<file path="src/rtl/uart_tx_result.sv">
// uart_tx_result: UART transmitter for result bytes.
// Bytes are written on i_valid, queued in a 2^FIFO_W entry FIFO and sent on RsTx
// using a free-running 16x oversampling baud tick.
// Build option: define UART_TX_PARITY_EN to add an even parity bit (8E1).
// Without it, frames are 8N1.
//
// state  | meaning
// -------+-------------------------------------------------------------
// IDLE   | line high, waiting for a queued byte
// START  | start bit (line low) for 16 ticks
// DATA   | DBIT data bits, LSB first, 16 ticks each
// PARITY | even parity of the byte, 16 ticks (UART_TX_PARITY_EN only)
// STOP   | line high for SB_TICK ticks
module uart_tx_result #(
  parameter int DBIT    = 8,
  parameter int DVSR    = 326,
  parameter int SB_TICK = 16,
  parameter int FIFO_W  = 2
) (
  input  logic            clock,
  input  logic            i_reset_n,
  input  logic [DBIT-1:0] i_data,
  input  logic            i_valid,
  output logic            RsTx,
  output logic            o_full,
  output logic            o_busy,
  output logic            o_overrun
);

  localparam int DEPTH = 1 << FIFO_W;
  localparam int PW    = FIFO_W + 1;
  localparam int CW    = (DVSR > 1) ? $clog2(DVSR) : 1;
  localparam int SW    = $clog2((SB_TICK > 16) ? SB_TICK : 16);
  localparam int NW    = (DBIT > 1) ? $clog2(DBIT) : 1;

`ifdef UART_TX_PARITY_EN
  typedef enum logic [2:0] {
    ST_IDLE   = 3'd0,
    ST_START  = 3'd1,
    ST_DATA   = 3'd2,
    ST_PARITY = 3'd3,
    ST_STOP   = 3'd4
  } state_t;
`else
  typedef enum logic [2:0] {
    ST_IDLE  = 3'd0,
    ST_START = 3'd1,
    ST_DATA  = 3'd2,
    ST_STOP  = 3'd4
  } state_t;
`endif

  // Reset: asserts asynchronously, releases on a clock edge.
  logic [1:0] rst_sync_q, rst_sync_d;
  logic       rst_n;

  // Shift ones into the release chain.
  always_comb begin
    rst_sync_d = {rst_sync_q[0], 1'b1};
  end

  // Release synchronizer register.
  always_ff @(posedge clock or negedge i_reset_n) begin
    if (!i_reset_n) rst_sync_q <= 2'b00;
    else            rst_sync_q <= rst_sync_d;
  end

  assign rst_n = rst_sync_q[1];

  // Baud generator.
  logic [CW-1:0] baud_q, baud_d;
  logic          tick;

  assign tick = (baud_q == CW'(DVSR - 1));

  // Free-running 0..DVSR-1 counter, tick on the last count.
  always_comb begin
    baud_d = tick ? '0 : baud_q + CW'(1);
  end

  // Baud counter register.
  always_ff @(posedge clock or negedge rst_n) begin
    if (!rst_n) baud_q <= '0;
    else        baud_q <= baud_d;
  end

  // FIFO: pointers carry one extra wrap bit to tell full from empty.
  logic [DBIT-1:0] mem_q [DEPTH];
  logic [DBIT-1:0] mem_d [DEPTH];
  logic [PW-1:0]   wr_ptr_q, wr_ptr_d;
  logic [PW-1:0]   rd_ptr_q, rd_ptr_d;
  logic            ovr_q, ovr_d;
  logic            fifo_empty, fifo_full;
  logic            wr_en, pop;
  logic [DBIT-1:0] fifo_head;

  assign fifo_empty = (wr_ptr_q == rd_ptr_q);
  assign fifo_full  = (wr_ptr_q[FIFO_W] != rd_ptr_q[FIFO_W]) &&
                      (wr_ptr_q[FIFO_W-1:0] == rd_ptr_q[FIFO_W-1:0]);
  assign fifo_head  = mem_q[rd_ptr_q[FIFO_W-1:0]];
  // Full is judged on the registered state, so a pop in the same cycle does not make room.
  assign wr_en      = i_valid && !fifo_full;

  // FIFO write, pointer advance and sticky overrun.
  always_comb begin
    mem_d    = mem_q;
    wr_ptr_d = wr_ptr_q;
    rd_ptr_d = rd_ptr_q;
    ovr_d    = ovr_q | (i_valid & fifo_full);
    if (wr_en) begin
      mem_d[wr_ptr_q[FIFO_W-1:0]] = i_data;
      wr_ptr_d = wr_ptr_q + PW'(1);
    end
    if (pop) begin
      rd_ptr_d = rd_ptr_q + PW'(1);
    end
  end

  // FIFO registers.
  always_ff @(posedge clock or negedge rst_n) begin
    if (!rst_n) begin
      for (int i = 0; i < DEPTH; i++) mem_q[i] <= '0;
      wr_ptr_q <= '0;
      rd_ptr_q <= '0;
      ovr_q    <= 1'b0;
    end else begin
      mem_q    <= mem_d;
      wr_ptr_q <= wr_ptr_d;
      rd_ptr_q <= rd_ptr_d;
      ovr_q    <= ovr_d;
    end
  end

  // Bit-level FSM.
  state_t          state_q, state_d;
  logic [SW-1:0]   s_q, s_d;
  logic [NW-1:0]   n_q, n_d;
  logic [DBIT-1:0] b_q, b_d;
  logic            tx_q, tx_d;
`ifdef UART_TX_PARITY_EN
  logic            par_q, par_d;
`endif

  // Next state, counters and the line level for the state being entered.
  always_comb begin
    state_d = state_q;
    s_d     = s_q;
    n_d     = n_q;
    b_d     = b_q;
    pop     = 1'b0;
`ifdef UART_TX_PARITY_EN
    par_d   = par_q;
`endif
    case (state_q)
      ST_IDLE: begin
        if (!fifo_empty) begin
          pop     = 1'b1;
          b_d     = fifo_head;
          s_d     = '0;
          state_d = ST_START;
`ifdef UART_TX_PARITY_EN
          par_d   = ^fifo_head;
`endif
        end
      end
      ST_START: begin
        if (tick) begin
          if (s_q == SW'(15)) begin
            s_d     = '0;
            n_d     = '0;
            state_d = ST_DATA;
          end else begin
            s_d = s_q + SW'(1);
          end
        end
      end
      ST_DATA: begin
        if (tick) begin
          if (s_q == SW'(15)) begin
            s_d = '0;
            b_d = {1'b0, b_q[DBIT-1:1]};
            if (n_q == NW'(DBIT - 1)) begin
`ifdef UART_TX_PARITY_EN
              state_d = ST_PARITY;
`else
              state_d = ST_STOP;
`endif
            end else begin
              n_d = n_q + NW'(1);
            end
          end else begin
            s_d = s_q + SW'(1);
          end
        end
      end
`ifdef UART_TX_PARITY_EN
      ST_PARITY: begin
        if (tick) begin
          if (s_q == SW'(15)) begin
            s_d     = '0;
            state_d = ST_STOP;
          end else begin
            s_d = s_q + SW'(1);
          end
        end
      end
`endif
      ST_STOP: begin
        if (tick) begin
          if (s_q == SW'(SB_TICK - 1)) begin
            s_d     = '0;
            state_d = ST_IDLE;
          end else begin
            s_d = s_q + SW'(1);
          end
        end
      end
      default: begin
        state_d = ST_IDLE;
      end
    endcase

    // RsTx is a flop, so its next value follows the next state.
    case (state_d)
      ST_START:  tx_d = 1'b0;
      ST_DATA:   tx_d = b_d[0];
`ifdef UART_TX_PARITY_EN
      ST_PARITY: tx_d = par_d;
`endif
      default:   tx_d = 1'b1;
    endcase
  end

  // FSM registers.
  always_ff @(posedge clock or negedge rst_n) begin
    if (!rst_n) begin
      state_q <= ST_IDLE;
      s_q     <= '0;
      n_q     <= '0;
      b_q     <= '0;
      tx_q    <= 1'b1;
`ifdef UART_TX_PARITY_EN
      par_q   <= 1'b0;
`endif
    end else begin
      state_q <= state_d;
      s_q     <= s_d;
      n_q     <= n_d;
      b_q     <= b_d;
      tx_q    <= tx_d;
`ifdef UART_TX_PARITY_EN
      par_q   <= par_d;
`endif
    end
  end

  assign RsTx      = tx_q;
  assign o_full    = fifo_full;
  assign o_busy    = (state_q != ST_IDLE) || !fifo_empty;
  assign o_overrun = ovr_q;

endmodule

</file>
<file path="config.mk">
export PLATFORM = sky130hd
export DESIGN_NAME = uart_tx_result
export DESIGN_NICKNAME = d
export VERILOG_FILES = /design/src/rtl/uart_tx_result.sv
export SDC_FILE = /design/constraint.sdc
export NUM_CORES = 1
export LEC_CHECK = 0
export CORE_MARGIN = 2
export CORE_UTILIZATION = 50
export DETAILED_ROUTE_END_ITERATION = 6
export GPL_TIMING_DRIVEN = 0
export HOLD_SLACK_MARGIN = 0.1
export MAX_ROUTING_LAYER = met4
export PLACE_DENSITY = 0.73
export RECOVER_POWER = 50
export SETUP_SLACK_MARGIN = 0.05
export SLEW_MARGIN = 20
export SYNTH_ARGS = -nofsm -noshare
export SYNTH_HDL_FRONTEND = slang
export SYNTH_SLANG_ARGS = --single-unit
</file>
<file path="constraint.sdc">
create_clock -name clock -period 3.4 [get_ports clock]
set_clock_uncertainty 0.05 [all_clocks]
set_input_delay 0.34 -clock clock [delete_from_list [all_inputs] [get_ports clock]]
set_output_delay 0.34 -clock clock [all_outputs]
set_load 0.05 [all_outputs]
</file>
==> qor.yml, run 1 <==
outcome: "finished, final reports clean"
track_usage_pct: 18.9
slowest_stage: "clkdlybuf4s50_1"
synth_ff_type: "dfrtp_1"
hp-class: "register to register"
endpoint_kind: "primary output"
powerDensity_nw_per_um2: 774
std_cell_rows: 29
area_growth_pct: 13.8
final_common_cell: "dfrtp_1"
gr-total-overflow: 0
path_buf_inv: 2
cp-start-kind: "register"
syn_avg_cell_area_um2: 13.2
cap_violations: 0
synth.distinct_cells: 48
coreArea_um2: 6350
power_leakage_nw: 1.69
grt_pass1_wl_um: 10400
die_y_um: 85.1
cts-hold-fix-buffers: 1
ant_nets: 0
crit_required_ns: 3.01
finalHoldViolCount: 0
startpoint: "state_q[1]"
ioPinCount: 15
ys_seq_elements: 69
dr_total_vias: 1996
synth_area_um2: 3290
layout_common_cells: "dfrtp_1 (68), mux2_1 (32), nand2_1 (14)"
slew-limit-headroom_pct: 28.0
wl_um: 5600
gp_congestion: 0.765
finalNonFillerCells: 358
drive_gt1_share_pct: 15.7
final_util_pct: 59.0
drc_errors: 0
crit_arrival_ns: 2.45
synthCells: 249
fin_setup_tns_ns: 0
worst_slew_pin_slew_ns: 1.08
grt_max_degree: 41
crit_family: "simple AND/OR/NAND/NOR gates"
ctsResizeCount: 0
htree_levels: 3
cts.reportedPaths.clkPinSlew_ns: 0.08
min_period_ns: 2.84
synth_nets: 270
synth_edf_count: 0
antenna_found_initial: 0
grt_pass1_vias: 2180
cts_tree: "done"
insertion_delay_ns: 0.34
fin_nets: 297
ir_drop_mv: 0.545
rsz0062_at_grt: "false"
ys_async_sr_fraction_pct: 100
first_pass_iters: 4
drt_iter0_markers: 71
min_from: "rst_sync_q[0]"
die_area_um2: 7250
postCtsSetupRepairBufs: 0
antennaDiodeCount: 0
wl_per_cell_um: 15.6
dpl.hpwl_um: 3880
path_class: "register to primary output"
ys_seq_area_share_pct: 52.5
die_w_um: 85.1
r2r_start: "rst_sync_q[1]"
max_stage_delay_ns: 0.71
fin_crit_sh_pct: 83.4
cts_buffers: 9
routed_via_density: 5.58
ctsRootBufferMaster: "clkbuf_8"
clock_path_buffers: 2
dp.cells: 341
fmax_ghz: 0.353
start_util_pct: 51.8
slew_violations: 0
cts_sinks: 69
yosysWarnings: 0
cp_max_fo: 10
port_buffers: 14
path_cells: "buf_6, or3_4, or4b_1, clkdlybuf4s50_1"
setup_viol: 0
[metal layers]
metal	global-route usage (%)	part of all wire [%]
met4	4.76	1.0
met1	23.2	46
met5	-	0
met2	30.4	50
met3	6.13	3.5
[report_power, final]
part | switching (mW) | internal [mW] | total, mW
Clock | 0.311 | 0.360 | 0.671
Combinational | 0.445 | 0.500 | 0.945
Sequential | 0.175 | 1.11 | 1.28
[cell families after synthesis]
logic type                 count (synthesis)  share of synthesized area, %
and+or+nand+nor                           56                          10.1
other                                      1                         0.114
AOI/OAI and AO/OA                         38                          9.01
xor gates and xnor gates                  17                          4.75
adders and majority gates                 10                          3.80
buffers and inverters                     16                          2.66
muxes                                     42                          17.0
DFF                                       69                          52.5
[flip-flops by register name, summed over array words and instances, names as in the netlist]
register	count
RsTx	1
b_q	8
baud_q	9
mem_q	32
n_q	3
o_overrun	1
rd_ptr_q	3
rst_sync_q	2
s_q	4
state_q	3
wr_ptr_q	3
[metrics by stage]
step / hold WS, ns / power [mW] / cell area, µm² / setup WS, ns
floorplan: -0.00559 / 2.03 / 3290 / 1.27
global placement: 0.285 / 2.21 / 3530 / 0.527
detailed placement: 0.213 / 2.26 / 3550 / 0.916
CTS: 0.219 / 2.94 / 3760 / 0.537
global route: 0.323 / 3.10 / 3740 / 0.512
finish: 0.303 / 2.90 / 3740 / 0.563
[worst paths after layout]
check | endpoint | slack, ns | cells after the start
min in group asynchronous | mem_q[19] | 0.40 | 0
max | o_busy | 0.56 | 4
max reg2reg | n_q[1] | 1.35 | 1
max in group asynchronous | n_q[1] | 1.35 | 1
min | rst_sync_q[1] | 0.30 | 0
min reg2reg | rst_sync_q[1] | 0.30 | 0
[cell usage after synthesis, types with 6 or more instances]
| master | count | area (µm²) |
|---|---|---|
| ha_1 | 10 | 125 |
| nand3_1 | 7 | 35.0 |
| mux2_1 | 32 | 360 |
| mux4_2 | 8 | 180 |
| nand2_1 | 14 | 52.6 |
| inv_1 | 7 | 26.3 |
| nor2_1 | 10 | 37.5 |
| xnor2_1 | 10 | 87.6 |
| a22o_1 | 7 | 61.3 |
| a21o_1 | 9 | 67.6 |
| dfrtp_1 | 68 | 1700 |
| xor2_1 | 6 | 52.6 |
[cell type report]
cell class / count / area (µm²)
buffer: 9 / 61.3
clock buffer: 11 / 141
clock inverter: 5 / 60.1
fill: 530 / 2610
inverter: 7 / 26.3
multi-input combinational: 164 / 1480
sequential: 69 / 1730
tap: 77 / 96.3
timing repair buffer: 16 / 155
Power figures use the tool's default switching activity.
==> inputs of run 2 (changes only) <==
- clock period: 3.4 -> 2.8 ns (I/O delays scaled with it)
==> run 2 against run 1 <==
Compared with the run above: power is 21% higher; utilization is essentially flat; critical endpoint unchanged; final cell count is the same; largest cell class unchanged.
==> qor.yml, run 2 (synthesis gave the netlist of run 1 again) <==
cp-start-kind: "register"  # unchanged
final_util_pct: 59.0  # about the same
grt_pass1_vias: 2180  # unchanged
routed_via_density: 5.58  # unchanged
cts_buffers: 9  # unchanged
ir_drop_mv: 0.662  # was 0.545 mV
power.switching_mw: 1.13  # was 0.931 mW
fmax_ghz: 0.401
slew-limit-headroom_pct: 28.0  # unchanged
drive_gt1_share_pct: 15.7  # unchanged
worst-path-stages: 4  # unchanged
dpl.hpwl_um: 3880  # unchanged
port_buffers: 14  # unchanged
track_usage_pct: 18.9  # unchanged
gr-total-overflow: 0  # unchanged
power_frac_comb_pct: 32.6  # about the same
place_area_um2: 3550  # unchanged
start_util_pct: 51.8  # unchanged
drc_errors: 0  # unchanged
finalPower_mw: 3.52  # was 2.90 mW
power_leakage_nw: 1.69  # about the same
reg2regPathDepth: 1  # unchanged
coreArea_um2: 6350  # unchanged
top_regs: "mem_q: 32 flops, baud_q: 9 flops, b_q: 8 flops"  # unchanged
rsz0062_at_grt: "false"  # unchanged
hp-class: "register to register"  # unchanged
power.internal_mw: 2.39  # was 1.97 mW
max_stage_delay_ns: 0.47  # was 0.71 ns
endpoint_kind: "primary output"  # unchanged
die_area_um2: 7250  # unchanged
cts.reportedPaths.clkPinSlew_ns: 0.08  # about the same
setup_viol: 0  # unchanged
powerDensity_nw_per_um2: 940  # was 774 nW/µm²
antennaDiodeCount: 0  # unchanged
cap_violations: 0  # unchanged
seqPwrFrac_pct: 44.3  # about the same
path_class: "register to primary output"  # unchanged
fin_nets: 297  # unchanged
ant_nets: 0  # unchanged
drt_iter0_markers: 71  # unchanged
fin_setup_tns_ns: 0  # unchanged
outcome: "finished, final reports clean"  # unchanged
htree_levels: 3  # unchanged
cts_tree: "done"  # unchanged
final_common_cell: "dfrtp_1"  # unchanged
finalNonFillerCells: 358  # unchanged
wl_um: 5600  # about the same
path_cells: "buf_6, or3_4, or4b_1, dlygate4sd2_1"  # was buf_6, or3_4, or4b_1, clkdlybuf4s50_1
dr_total_vias: 1996  # unchanged
switching_share_pct: 32.1  # about the same
gp_congestion: 0.765  # unchanged
whs_path_depth: 0  # unchanged
first_pass_iters: 4  # unchanged
finalHoldViolCount: 0  # unchanged
fin_crit_sh_pct: 89.0
wl_per_cell_um: 15.6  # about the same
std_cell_rows: 29  # unchanged
die_y_um: 85.1  # unchanged
slew_violations: 0  # unchanged
crit_required_ns: 2.47  # was 3.01 ns
worst_slew_pin_slew_ns: 1.08  # unchanged
crit_arrival_ns: 2.16  # was 2.45 ns
grt_pass1_wl_um: 10400  # unchanged
crit_family: "simple AND/OR/NAND/NOR gates"  # unchanged
slowest_stage: "or4b_1"  # was clkdlybuf4s50_1
ctsRootBufferMaster: "clkbuf_8"  # unchanged
die_w_um: 85.1  # unchanged
cts_sinks: 69  # unchanged
grt_max_degree: 41  # unchanged
largest_register: "mem_q"  # unchanged
power_frac_clock_pct: 23.1  # about the same
dp_slack_ns: 0.376  # was 0.916 ns
largest_reg_flops: 32  # unchanged
path_buf_inv: 2  # unchanged
fin_area_um2: 3740  # about the same
hold_ws_ns: 0.303  # unchanged
area_growth_pct: 13.7  # was 13.8%
min_period_ns: 2.49
ioPinCount: 15  # unchanged
layout_common_cells: "dfrtp_1 (68), mux2_1 (32), nand2_1 (14)"  # unchanged
worst_slack_ns: 0.307  # was 0.563 ns
antenna_found_initial: 0  # unchanged
cp_max_fo: 10  # unchanged
dp.cells: 341  # unchanged
insertion_delay_ns: 0.34  # about the same
clock_path_buffers: 2  # unchanged
-- run 2: power groups by stage --
stage / Sequential, mW / Clock, mW / Combinational, mW
after global routing: 1.61 / 0.884 / 1.26
after CTS: 1.56 / 0.839 / 1.17
after floorplan: 1.54 / 0 / 0.929
after detailed placement: 1.58 / 0 / 1.17
after global placement: 1.57 / 0 / 1.12
final: 1.56 / 0.815 / 1.15
-- run 2: timing repair --
| action | in CTS | in global routing |
|---|---|---|
| endpoints found under the setup margin | 1 | 0 |
| hold buffers | 1 | 0 |
| setup buffers | 0 | 0 |
| resized for setup | 1 | 0 |
| hold endpoints to repair | 2 | 0 |
-- run 2: metal layers --
metal	wire length [µm]	GRT usage, %
met1	2560	23.2
met2	2790	30.4
met3	195	6.13
met4	57	4.76
met5	0	-
-- run 2: cell type report --
class,instances,area (µm²)
buffer,9,61.3
fill,531,2610
multi-input combinational,164,1480
sequential,69,1730
timing repair buffer,16,154
tap,77,96.3
inverter,7,26.3
clock buffer,11,141
clock inverter,5,60.1
-- run 2: path summary, 6_finish.rpt --
kind	startpoint	endpoint	slack, ns
hold reg to reg	rst_sync_q[0]	rst_sync_q[1]	0.30
hold / removal	rst_sync_q[0]	rst_sync_q[1]	0.30
setup / recovery	state_q[1]	o_busy	0.31
min in group asynchronous	rst_sync_q[1]	mem_q[19]	0.40
max in group asynchronous	rst_sync_q[1]	n_q[1]	0.75
setup reg to reg	rst_sync_q[1]	n_q[1]	0.75
